<file path="config.mk">
export PLATFORM = sky130hd
export DESIGN_NAME = mem_arbiter
export DESIGN_NICKNAME = d
export VERILOG_FILES = /design/src/rtl/mem_arbiter.sv
export SDC_FILE = /design/constraint.sdc
export NUM_CORES = 1
export LEC_CHECK = 0
export ABC_AREA = 1
export CORE_ASPECT_RATIO = 2
export CORE_MARGIN = 4
export CORE_UTILIZATION = 47
export CTS_BUF_LIST = sky130_fd_sc_hd__clkbuf_4 sky130_fd_sc_hd__clkbuf_8
export CTS_CLUSTER_DIAMETER = 40
export DETAILED_ROUTE_END_ITERATION = 7
export PLACE_DENSITY = 0.89
export SLEW_MARGIN = 5
export SYNTH_ARGS = -nofsm -noshare
export SYNTH_HDL_FRONTEND = slang
export SYNTH_SLANG_ARGS = --single-unit
</file>
<file path="constraint.sdc">
create_clock -name clock -period 3.5 [get_ports clock]
set_input_delay 0.35 -clock clock [delete_from_list [all_inputs] [get_ports clock]]
set_output_delay 0.35 -clock clock [all_outputs]
set_load 0.1 [all_outputs]
</file>
<file path="src/rtl/mem_arbiter.sv">
// Single-port RAM arbiter for video fetch, Z80 CPU and bulk loader.
// One fixed-length slot per access (LAT+2 cycles); priority video > CPU > loader with a loader starvation guard.
module mem_arbiter #(
    parameter int AW     = 16,
    parameter int DW     = 8,
    parameter int LAT    = 2,
    parameter int STARVE = 4
) (
    input  logic          clock,
    input  logic          reset,
    input  logic          vreq,
    input  logic [AW-1:0] va,
    output logic          vack,
    output logic [DW-1:0] vq,
    input  logic          creq,
    input  logic          cwr,
    input  logic [AW-1:0] ca,
    input  logic [DW-1:0] cd,
    output logic          cack,
    output logic [DW-1:0] cq,
    input  logic          lreq,
    input  logic          lwr,
    input  logic [AW-1:0] la,
    input  logic [DW-1:0] ld,
    output logic          lack,
    output logic [DW-1:0] lq,
    output logic [AW-1:0] ramA,
    output logic [DW-1:0] ramD,
    output logic          ramWe,
    input  logic [DW-1:0] ramQ,
    output logic          busy
);

    localparam int NR = 3;
    localparam int CW = 3;
    localparam int SW = 4;

    localparam logic [1:0] ID_VID = 2'd0;
    localparam logic [1:0] ID_CPU = 2'd1;
    localparam logic [1:0] ID_LDR = 2'd2;

    typedef enum logic [1:0] {
        S_IDLE = 2'd0,
        S_RUN  = 2'd1,
        S_ACK  = 2'd2
    } state_t;

    state_t        state_q, state_d;
    logic [CW-1:0] cnt_q, cnt_d;
    logic [1:0]    win_q, win_d;
    logic          wr_q, wr_d;
    logic [AW-1:0] ram_a_q, ram_a_d;
    logic [DW-1:0] ram_d_q, ram_d_d;
    logic          ram_we_q, ram_we_d;
    logic [SW-1:0] starve_q, starve_d;
    logic          q_load;

    logic [1:0]    gnt_id;
    logic          gnt_any;
    logic          sel_wr;
    logic [AW-1:0] sel_a;
    logic [DW-1:0] sel_d;

    logic [NR-1:0] ack_w;
    logic [DW-1:0] q_q [NR];

    // Loader jumps the CPU only once the CPU has taken STARVE slots in a row while it waited.
    always_comb begin
        gnt_any = vreq | creq | lreq;
        if (vreq) begin
            gnt_id = ID_VID;
        end else if (lreq && (starve_q == SW'(STARVE))) begin
            gnt_id = ID_LDR;
        end else if (creq) begin
            gnt_id = ID_CPU;
        end else begin
            gnt_id = ID_LDR;
        end
    end

    always_comb begin
        sel_wr = 1'b0;
        sel_a  = va;
        sel_d  = '0;
        case (gnt_id)
            ID_CPU: begin
                sel_wr = cwr;
                sel_a  = ca;
                sel_d  = cd;
            end
            ID_LDR: begin
                sel_wr = lwr;
                sel_a  = la;
                sel_d  = ld;
            end
            default: ;
        endcase
    end

    always_comb begin
        state_d  = state_q;
        cnt_d    = cnt_q;
        win_d    = win_q;
        wr_d     = wr_q;
        ram_a_d  = ram_a_q;
        ram_d_d  = ram_d_q;
        ram_we_d = 1'b0;
        starve_d = starve_q;
        q_load   = 1'b0;
        case (state_q)
            S_IDLE: begin
                if (!lreq) begin
                    starve_d = '0;
                end
                if (gnt_any) begin
                    state_d = S_RUN;
                    cnt_d   = CW'(LAT - 1);
                    win_d   = gnt_id;
                    wr_d    = sel_wr;
                    ram_a_d = sel_a;
                    if (sel_wr) begin
                        ram_d_d  = sel_d;
                        ram_we_d = 1'b1;
                    end
                    if (gnt_id == ID_LDR) begin
                        starve_d = '0;
                    end else if ((gnt_id == ID_CPU) && lreq && (starve_q != SW'(STARVE))) begin
                        starve_d = starve_q + 1'b1;
                    end
                end
            end
            S_RUN: begin
                if (cnt_q == '0) begin
                    state_d = S_ACK;
                    q_load  = ~wr_q;
                end else begin
                    cnt_d = cnt_q - 1'b1;
                end
            end
            S_ACK: begin
                state_d = S_IDLE;
            end
            default: begin
                state_d = S_IDLE;
            end
        endcase
    end

    always_ff @(posedge clock) begin
        if (reset) begin
            state_q  <= S_IDLE;
            cnt_q    <= '0;
            win_q    <= ID_VID;
            wr_q     <= 1'b0;
            ram_a_q  <= '0;
            ram_d_q  <= '0;
            ram_we_q <= 1'b0;
            starve_q <= '0;
        end else begin
            state_q  <= state_d;
            cnt_q    <= cnt_d;
            win_q    <= win_d;
            wr_q     <= wr_d;
            ram_a_q  <= ram_a_d;
            ram_d_q  <= ram_d_d;
            ram_we_q <= ram_we_d;
            starve_q <= starve_d;
        end
    end

    // Read data is captured on the edge entering ACK so q is already valid while ack is high.
    generate
        for (genvar gi = 0; gi < NR; gi++) begin : g_req
            assign ack_w[gi] = (state_q == S_ACK) && (win_q == 2'(gi));

            always_ff @(posedge clock) begin
                if (reset) begin
                    q_q[gi] <= '0;
                end else if (q_load && (win_q == 2'(gi))) begin
                    q_q[gi] <= ramQ;
                end
            end
        end
    endgenerate

    assign vack  = ack_w[0];
    assign cack  = ack_w[1];
    assign lack  = ack_w[2];
    assign vq    = q_q[0];
    assign cq    = q_q[1];
    assign lq    = q_q[2];
    assign ramA  = ram_a_q;
    assign ramD  = ram_d_q;
    assign ramWe = ram_we_q;
    assign busy  = (state_q != S_IDLE);

endmodule

</file>
==> metrics.yaml, run 1 <==
ys_warn_count: 0
die_w_um: 64.0
grt_pass1_vias: 2876
antenna_found_initial: 0
cp_data_required_time_ps: 3740
postSynth.asyncResetShare_pct: 0
power-per-cell-area_nw_per_um2: 490
numCtsBuffers: 9
ir_worst_vdd_mv: 0.328
drt_iter0_drc: 134
post_cts_buffers: 0
crit_slowest_cell: "ha_1"
whs_path_depth: 2
drc: 0
synth_area_per_cell_sq_um: 8.46
worstSetupPathType: "flip-flop to flip-flop"
cts-root-buf: "clkbuf_8"
end_kind: "flip-flop"
crit_chain: "inv_1 -> ha_1 -> nand3_1 -> o21ai_1 -> inv_1 -> nand2_1 -> ha_1 -> inv_2 -> nand2_1 -> nor2_4 -> inv_2 -> nor2_1 -> nor2_1"
ys_seq_elements: 61
netlist_area_sq_um: 2950
yosysTopAreaCellShare_pct: 25.1
yosysMostFrequentCell: "nand2_1"
place_congestion: 0.978
reg2regPathDepth: 13
setup_viol: 0
syn_nets: 434
dpl.hpwl_um: 6620
cts_max_path_buffers: 2
max_slew_margin_pct: 30.7
tightest_slew_ps: 1040
ant_nets: 0
synth_cell_types: 28
ff_latch_area_sq_um: 1460
htree_levels: 3
finalCriticalPeriod_ps: 2880
syn_inst: 349
io_pins: 132
multi_input_area_sq_um: 1280
rsz0062_at_grt: "no"
fin_worst_skew_ps: 4.51
n_antenna_cell: 0
synth_common_cells: "nand2_1 (100), nor2_1 (51), dfxtp_1 (37)"
finalMaxSlewViolations: 0
grt_max_degree: 26
drv_cap: 0
path_clk_slew_ps: 70
grt_overflow: 0
hold_path.class: "flip-flop to flip-flop"
r2r_setup_slack_ps: 620
synth_edf_count: 24
drive_gt1_share_pct: 9.71
clock_sinks: 61
cp.arrival_ps: 3110
areaGrowthSynthToFinish_pct: 51.3
synth_ff_type: "dfxtp_1"
detail_route.first_pass.iterations: 7
wl_per_cell_um: 14.6
final_nets: 564
post-route-period-util_pct: 82.2
insertion_delay_ps: 340
portBuffers: 131
core.rowCount: 40
die-area_sq_um: 7690
status: "finished clean"
cts_resized: 0
vias_per_cell: 5.06
fin_setup_tns_ps: 0
worst-path-max-fanout: 17
core_area_sq_um: 6060
yosys.area.top_type: "dfxtp_1"
track_usage_pct: 22.6
p_leak_nw: 1.87
grt_pass1_wl_um: 13300
p_total_mw: 2.19
start_kind: "flip-flop"
routed_wl_um: 8270
die_h_um: 120
start_util_pct: 48.8
cts_tree: "done"
synth-seq-area-share_pct: 49.5
synthTopCellsByArea: "dfxtp_1 (25%), edfxtp_1 (24%), nand2_1 (13%), nor2_1 (6.5%), o211ai_2 (4.2%)"
holdBufCountCts: 0
fillers: 447
slowest_delay_ps: 550
num_vias: 2876
fmax_mhz: 348
finalHoldViolations: 0
==> cell families (layout without fill, tap and decap cells) <==
kind of cell / after synthesis / count (layout) / share of synthesized area [%]
xor gates and xnor gates: 1 / 1 / 0.297
and+or+nand+nor: 176 / 176 / 26.1
AOI/OAI and AO/OA: 60 / 60 / 14.4
DFF: 61 / 61 / 49.5
buffers and inverters: 45 / 180 / 7.16
adders and majority gates: 6 / 6 / 2.54
==> worst max-delay path, delay by kind of cell (launching register included) <==
kind | cells | cell delay, ps
AO/OA/AOI/OAI | 1 | 90
adder cells (fa/ha/maj) | 2 | 760
AND/OR/NAND/NOR | 6 | 810
flip-flops | 1 | 430
buffers and inverters | 4 | 690
==> power by group <==
group | switching [mW] | leakage, nW | internal (mW) | total, mW
Combinational | 0.589 | 1.24 | 0.225 | 0.815
Clock | 0.290 | 0.0774 | 0.256 | 0.547
Sequential | 0.0286 | 0.552 | 0.800 | 0.829
Total | 0.908 | 1.87 | 1.28 | 2.19
==> layout make-up <==
| type | count | share of cell area, % |
|---|---|---|
| tap | 84 | 2.35 |
| sequential | 61 | 32.7 |
| multi-input combinational | 243 | 28.6 |
| inverter | 31 | 2.77 |
| clock buffer | 9 | 2.77 |
| clock inverter | 7 | 1.18 |
| timing repair buffer | 133 | 29.6 |
==> cells in the final DEF (no fill, tap or decap), types with 4 or more instances in the layout <==
cell type | Yosys | routed
clkdlybuf4s50_1 | 0 | 129
nand2_1 | 100 | 100
nor2_1 | 51 | 51
dfxtp_1 | 37 | 37
edfxtp_1 | 24 | 24
inv_1 | 23 | 23
a21oi_1 | 22 | 22
nand3_1 | 11 | 11
o211ai_2 | 10 | 10
clkbuf_8 | 0 | 9
a22o_1 | 8 | 8
o21ai_0 | 7 | 7
o211ai_1 | 7 | 7
inv_2 | 6 | 6
ha_1 | 6 | 6
o21ai_1 | 4 | 4
clkinvlp_4 | 0 | 4
buf_4 | 1 | 4
==> per-layer routing <==
| metal | vias up | wire [um] | track usage [%] |
|---|---|---|---|
| met5 | - | 0 | 0 |
| met4 | 0 | 286 | 11.2 |
| met3 | 21 | 575 | 7.49 |
| met2 | 116 | 4410 | 39.9 |
| met1 | 1325 | 3000 | 23.2 |
| li1 | 1414 | - | - |
==> path summary, 6_finish.rpt <==
check / start / to
min reg2reg: ramA[13] / ramA[13]
max reg2reg: starve_q[0] / ramD[5]
min: ramA[13] / ramA[13]
max: starve_q[0] / ramD[5]
==> registers in the layout, summed over array words and instances (netlist names) <==
name	count
state_q	2
win_q	2
starve_q	4
ramA	16
ramD	8
ramWe	1
wr_q	1
q_q	24
cnt_q	3
==> metrics by stage <==
stage	utilization, %	hold slack (ps)	instances	setup WS (ps)	area [sq um]
CTS	73.8	453	568	645	4470
finish	73.8	450	568	623	4470
detailed placement	70.9	443	552	476	4290
floorplan	-	439	349	474	2950
global route	73.8	479	568	329	4470
global placement	70.9	437	552	595	4290
No activity file was read; power rests on OpenSTA's default activity.
==> run 2: changes to the inputs <==
- CORE_UTILIZATION: 47 -> 43
- PLACE_DENSITY: 0.89 -> 0.82
- clock period: 3.5 -> 2.8 ns (I/O delays scaled with it)
==> run 2 against run 1 <==
Compared with the run above:
- design area down 0.90%
- count of clock-buffer cells in the layout up 1
- combinational power up 23%
- die area up 8.4%
- first-iteration DRC count up 28%
- maximum frequency up 22%
- critical path type unchanged
- largest cell class unchanged
==> metrics.yaml, run 2 (synthesized netlist as in run 1, its figures left out) <==
drv_cap: 0  # unchanged
cts-root-buf: "clkbuf_8"
drive_gt1_share_pct: 20.4  # +11 points
largest_register_ffs: 24  # unchanged
die_w_um: 66.6  # +4.0%
portBuffers: 131  # unchanged
holdBufCountCts: 0  # unchanged
detail_route.first_pass.iterations: 4  # -3
worst-path-max-fanout: 9  # -8
numCtsBuffers: 9  # unchanged
grt_pass1_vias: 2785  # -3.2%
ir_worst_vdd_mv: 0.353  # +7.6%
multi_input_area_sq_um: 1280  # unchanged
regMostFlops: "q_q"
insertion_delay_ps: 330  # about the same
routed_wl_um: 8480  # +2.5%
place_congestion: 0.832  # -15%
power-per-cell-area_nw_per_um2: 667  # +36%
setup_viol: 0  # unchanged
final_nets: 566  # +0.35%
cp.arrival_ps: 2590  # -520 ps
areaGrowthSynthToFinish_pct: 50.0
whs_path_depth: 2  # unchanged
finalMaxSlewViolations: 0  # unchanged
hold_slack_ps: 456  # +5.21 ps
fin_worst_skew_ps: 11.5  # +6.95 ps
grt_max_degree: 26  # unchanged
rsz0062_at_grt: "no"
core.rowCount: 42  # +5.0%
ant_nets: 0  # unchanged
reg2regPathDepth: 15  # +2
fmax_mhz: 424  # +22%
core_area_sq_um: 6670  # +10%
post-route-period-util_pct: 84.1  # +1.9 points
die_h_um: 125  # +4.2%
num_vias: 2800  # -2.6%
fillers: 559  # +25%
final_cell_mix: "nand2_1 (100), clkdlybuf4s50_1 (78), buf_4 (56)"
cts_tree: "done"
drt_iter0_drc: 172  # +28%
wl_per_cell_um: 14.8  # +1.6%
ff_latch_area_sq_um: 1460  # unchanged
path_clk_slew_ps: 70  # about the same
worstSetupPathType: "flip-flop to flip-flop"
drc: 0  # unchanged
p_leak_nw: 2.00  # +7.2%
vias_per_cell: 4.89  # -3.5%
post_cts_buffers: 0  # unchanged
finalHoldViolations: 0  # unchanged
grt_overflow: 0  # unchanged
track_usage_pct: 21.2  # -1.4 points
max_slew_margin_pct: 75.4  # +45 points
status: "finished clean"
cts_resized: 0  # unchanged
n_antenna_cell: 0  # unchanged
start_kind: "flip-flop"
end_kind: "flip-flop"
p_total_mw: 2.95  # +35%
final_common_cell: "nand2_1"
die-area_sq_um: 8340  # +8.4%
cp_data_required_time_ps: 3030  # -710 ps
dpl.hpwl_um: 6690  # +1.1%
io_pins: 132  # unchanged
grt_pass1_wl_um: 13200  # -1.1%
finalCriticalPeriod_ps: 2360  # -521 ps
hold_path.class: "flip-flop to flip-flop"
htree_levels: 3  # unchanged
start_util_pct: 44.2  # -4.5 points
antenna_found_initial: 0  # unchanged
clock_sinks: 61  # unchanged
cts_max_path_buffers: 2  # unchanged
tightest_slew_ps: 368  # -668 ps
-- run 2: changes by cell type in the layout (fill, tap and decap cells not counted), moves of 2 or more --
cell and change:
buf_4 +52, bufinv_16 +3, clkinvlp_4 -4, clkinv_4 -2, clkdlybuf4s50_1 -51
-- run 2: critical path: stages (launching register included) --
cell     delay (ps)
dfxtp_1         420
inv_1            90
ha_1            220
nand3_1         140
o21ai_1          90
inv_1            60
nand2_1          80
inv_1            60
ha_1            350
nand2_1          80
nand2_1          80
nand2_1         100
nor2_4          220
inv_2           110
nor2_1          110
nor2_1           50
-- run 2: final timing paths --
| check | start | endpoint | slack (ps) |
|---|---|---|---|
| setup / recovery | starve_q[0] | ramD[1] | 440 |
| hold / removal | ramA[9] | ramA[9] | 460 |
| setup reg to reg | starve_q[0] | ramD[1] | 440 |
| hold reg to reg | ramA[9] | ramA[9] | 460 |
-- run 2: routing by layer --
metal	track usage [%]	routed length [um]	part of all wire [%]
met5	0	0	0
met4	9.46	206	2.4
met3	4.85	576	6.8
met2	38.7	4740	56
met1	21.8	2960	35
-- run 2: per-stage QoR --
step	setup WS (ps)	instance area, sq um	setup TNS (ps)	utilization [%]	instances
final	444	4430	0	66.3	573
after global routing	126	4430	0	66.3	573
after detailed placement	408	4200	0	62.9	558
after global placement	500	4200	0	62.9	558
after floorplan	-156	2950	-308	-	349
after CTS	450	4430	0	66.3	573
-- run 2: report_power, final --
group / leakage, nW / switching, mW / total (mW) / internal, mW
Combinational: 1.33 / 0.736 / 1.00 / 0.264
Clock: 0.120 / 0.323 / 0.916 / 0.593
Sequential: 0.552 / 0.0363 / 1.04 / 1.00
Total: 2.00 / 1.10 / 2.95 / 1.86
-- run 2: cell type report --
class                   instances  area share (%)
flip-flops and latches         61            33.0
multi-input cells             243            28.9
repair buffers                135            27.6
clock buffers                  10            2.97
inverters                      31            2.80
well taps                      88            2.49
clock inverters                 5            2.26
==> run 3: changes to the inputs <==
- CORE_UTILIZATION: 43 -> 39
- PLACE_DENSITY: 0.82 -> 0.79
- clock period: 2.8 -> 1.9 ns (I/O delays scaled with it)
==> run 3 against run 2 <==
Compared with the run above:
- the flow now finishes with violations (setup timing)
- combinational power grew 60%
- sequential power rose by 47%
- highest routed layer unchanged
- power is 55% higher
- clock skew about the same
- maximum frequency rose by 21%
==> metrics.yaml, run 3 (synthesized netlist as in run 1, its figures left out) <==
start_util_pct: 40.3  # -3.9 points
drc: 0  # unchanged
end_kind: "flip-flop"
cts_tree: "done"
comb_power_share_pct: 35.0  # +1.1 points
grt_pass1_vias: 2973  # +6.8%
ff_latch_area_sq_um: 1460  # +0.17%
multi_input_area_sq_um: 1490  # +17%
detail_route.first_pass.iterations: 6  # +2
vias_per_cell: 4.96  # +1.5%
clock_sinks: 61  # unchanged
htree_levels: 3  # unchanged
portBuffers: 131  # unchanged
p_seq_share_pct: 33.4  # -1.7 points
grt_max_degree: 25  # -3.8%
p_int_mw: 2.89  # +56%
p_leak_nw: 2.17  # +8.5%
place_congestion: 0.877  # +5.4%
die_h_um: 131  # +4.7%
p_clk_share_pct: 31.6  # +0.6 points
finalHoldViolations: 0  # unchanged
whs_path_depth: 2  # unchanged
reg2regPathDepth: 14  # -1
die_w_um: 69.5  # +4.4%
finalMaxSlewViolations: 0  # unchanged
cts_max_path_buffers: 2  # unchanged
ant_nets: 0  # unchanged
regMostFlops: "q_q"
post-route-period-util_pct: 102  # +18 points
largest_register_ffs: 24  # unchanged
wl_per_cell_um: 15.5  # +4.9%
max_slew_margin_pct: 74.2  # -1.2 points
worst-path-max-fanout: 7  # -2
tightest_slew_ps: 383  # +15.3 ps
netSwitchingFraction_pct: 36.9  # -0.22 points
insertion_delay_ps: 340  # about the same
status: "finished with violations"
core.rowCount: 44  # +4.8%
grt_pass1_wl_um: 14000  # +5.9%
dpl.hpwl_um: 7010  # +4.8%
violations: "setup timing"
grt_overflow: 0  # unchanged
drt_iter0_drc: 195  # +13%
die-area_sq_um: 9110  # +9.3%
io_pins: 132  # unchanged
start_kind: "flip-flop"
final_cell_mix: "nand2_1 (92), clkdlybuf4s50_1 (78), buf_4 (72)"
num_vias: 2982  # +6.5%
cp.arrival_ps: 2210  # -380 ps
cp_data_required_time_ps: 2170  # -860 ps
drv_cap: 0  # unchanged
hold_slack_ps: 452  # -3.96 ps
holdBufCountCts: 0  # unchanged
ir_worst_vdd_mv: 0.515  # +46%
hold_path.class: "flip-flop to flip-flop"
n_antenna_cell: 0  # unchanged
antenna_found_initial: 0  # unchanged
core_area_sq_um: 7320  # +9.7%
fmax_mhz: 515  # +21%
drive_gt1_share_pct: 32.6  # +12 points
power-per-cell-area_nw_per_um2: 932  # +40%
final_common_cell: "nand2_1"
cts-root-buf: "clkbuf_8"
final_nets: 589  # +4.1%
finalCriticalPeriod_ps: 1940  # -415 ps
routed_wl_um: 9330  # +10%
worstSetupPathType: "flip-flop to flip-flop"
fin_worst_skew_ps: 11.2  # -0.267 ps
fillers: 641  # +15%
areaGrowthSynthToFinish_pct: 66.7
path_clk_slew_ps: 70  # about the same
rsz0062_at_grt: "yes"
power_switching_mw: 1.69  # +54%
setup_ws_ps: -40.9  # -485 ps
numCtsBuffers: 9  # unchanged
track_usage_pct: 19.9  # -1.3 points
setup_viol: 7  # +7
p_total_mw: 4.59  # +55%
-- run 3: cell count changes in the layout (fill, tap and decap cells not counted), sizes merged --
cell / previous run / this run
clkbuf: 10 / 12
buf: 57 / 80
clkinv: 2 / 1
-- run 3: power by group through the flow --
stage | clock network, mW | registers [mW] | logic, mW
4_1_cts | 1.47 | 1.53 | 1.56
6_report | 1.45 | 1.53 | 1.60
3_3_place_gp | 0 | 1.55 | 1.53
5_1_grt | 1.53 | 1.54 | 1.68
3_5_place_dp | 0 | 1.56 | 1.55
2_1_floorplan | 0 | 2.22 | 0.418
-- run 3: per-layer routing --
| metal | global-route usage (%) | vias up | share of wire [%] |
|---|---|---|---|
| met4 | 11.3 | 0 | 4.5 |
| li1 | - | 1466 | - |
| met3 | 5.27 | 27 | 6.0 |
| met5 | 0 | - | 0 |
| met2 | 38.2 | 117 | 56 |
| met1 | 18.8 | 1372 | 33 |
-- run 3: what timing repair did --
action                                  4_1_cts  5_1_grt
gates resized for setup                       7       44
endpoints found under the setup margin       29       29
buffers inserted                              3        6
pin swaps                                     3       14
-- run 3: through the flow --
stage,worst slack [ps],cells,utilization (%),area [sq um],setup TNS [ps]
6_report,-40.9,601,67.2,4920,-135
5_1_grt,-153,601,67.2,4920,-1550
4_1_cts,9.84,595,64.5,4730,0
3_5_place_dp,-144,576,60.3,4410,-2150
3_3_place_gp,-78.6,576,60.3,4410,-990
2_1_floorplan,-190,349,-,3000,-190
-- run 3: cell type report --
cell class | count | share of cell area [%]
tap | 92 | 2.34
multi-input combinational | 243 | 30.3
timing repair buffer | 158 | 29.7
inverter | 31 | 2.67
clock inverter | 4 | 1.93
clock buffer | 12 | 3.23
sequential | 61 | 29.7
-- run 3: critical path: stages (launching register included) --
cell	delay, ps
dfxtp_2	330
inv_2	80
ha_4	150
nand3_4	90
o21ai_4	180
nand2_2	110
inv_2	80
ha_4	140
nand2_2	50
nand2_2	90
nand2_4	70
nor2_4	210
buf_6	140
o21ai_1	50
nor2_1	120
-- run 3: path summary, 6_finish.rpt --
check	start	endpoint	slack, ps
setup / recovery	starve_q[0]	ramD[2]	-40
hold / removal	ramA[10]	ramA[10]	450
setup reg to reg	starve_q[0]	ramD[2]	-40
hold reg to reg	ramA[10]	ramA[10]	450
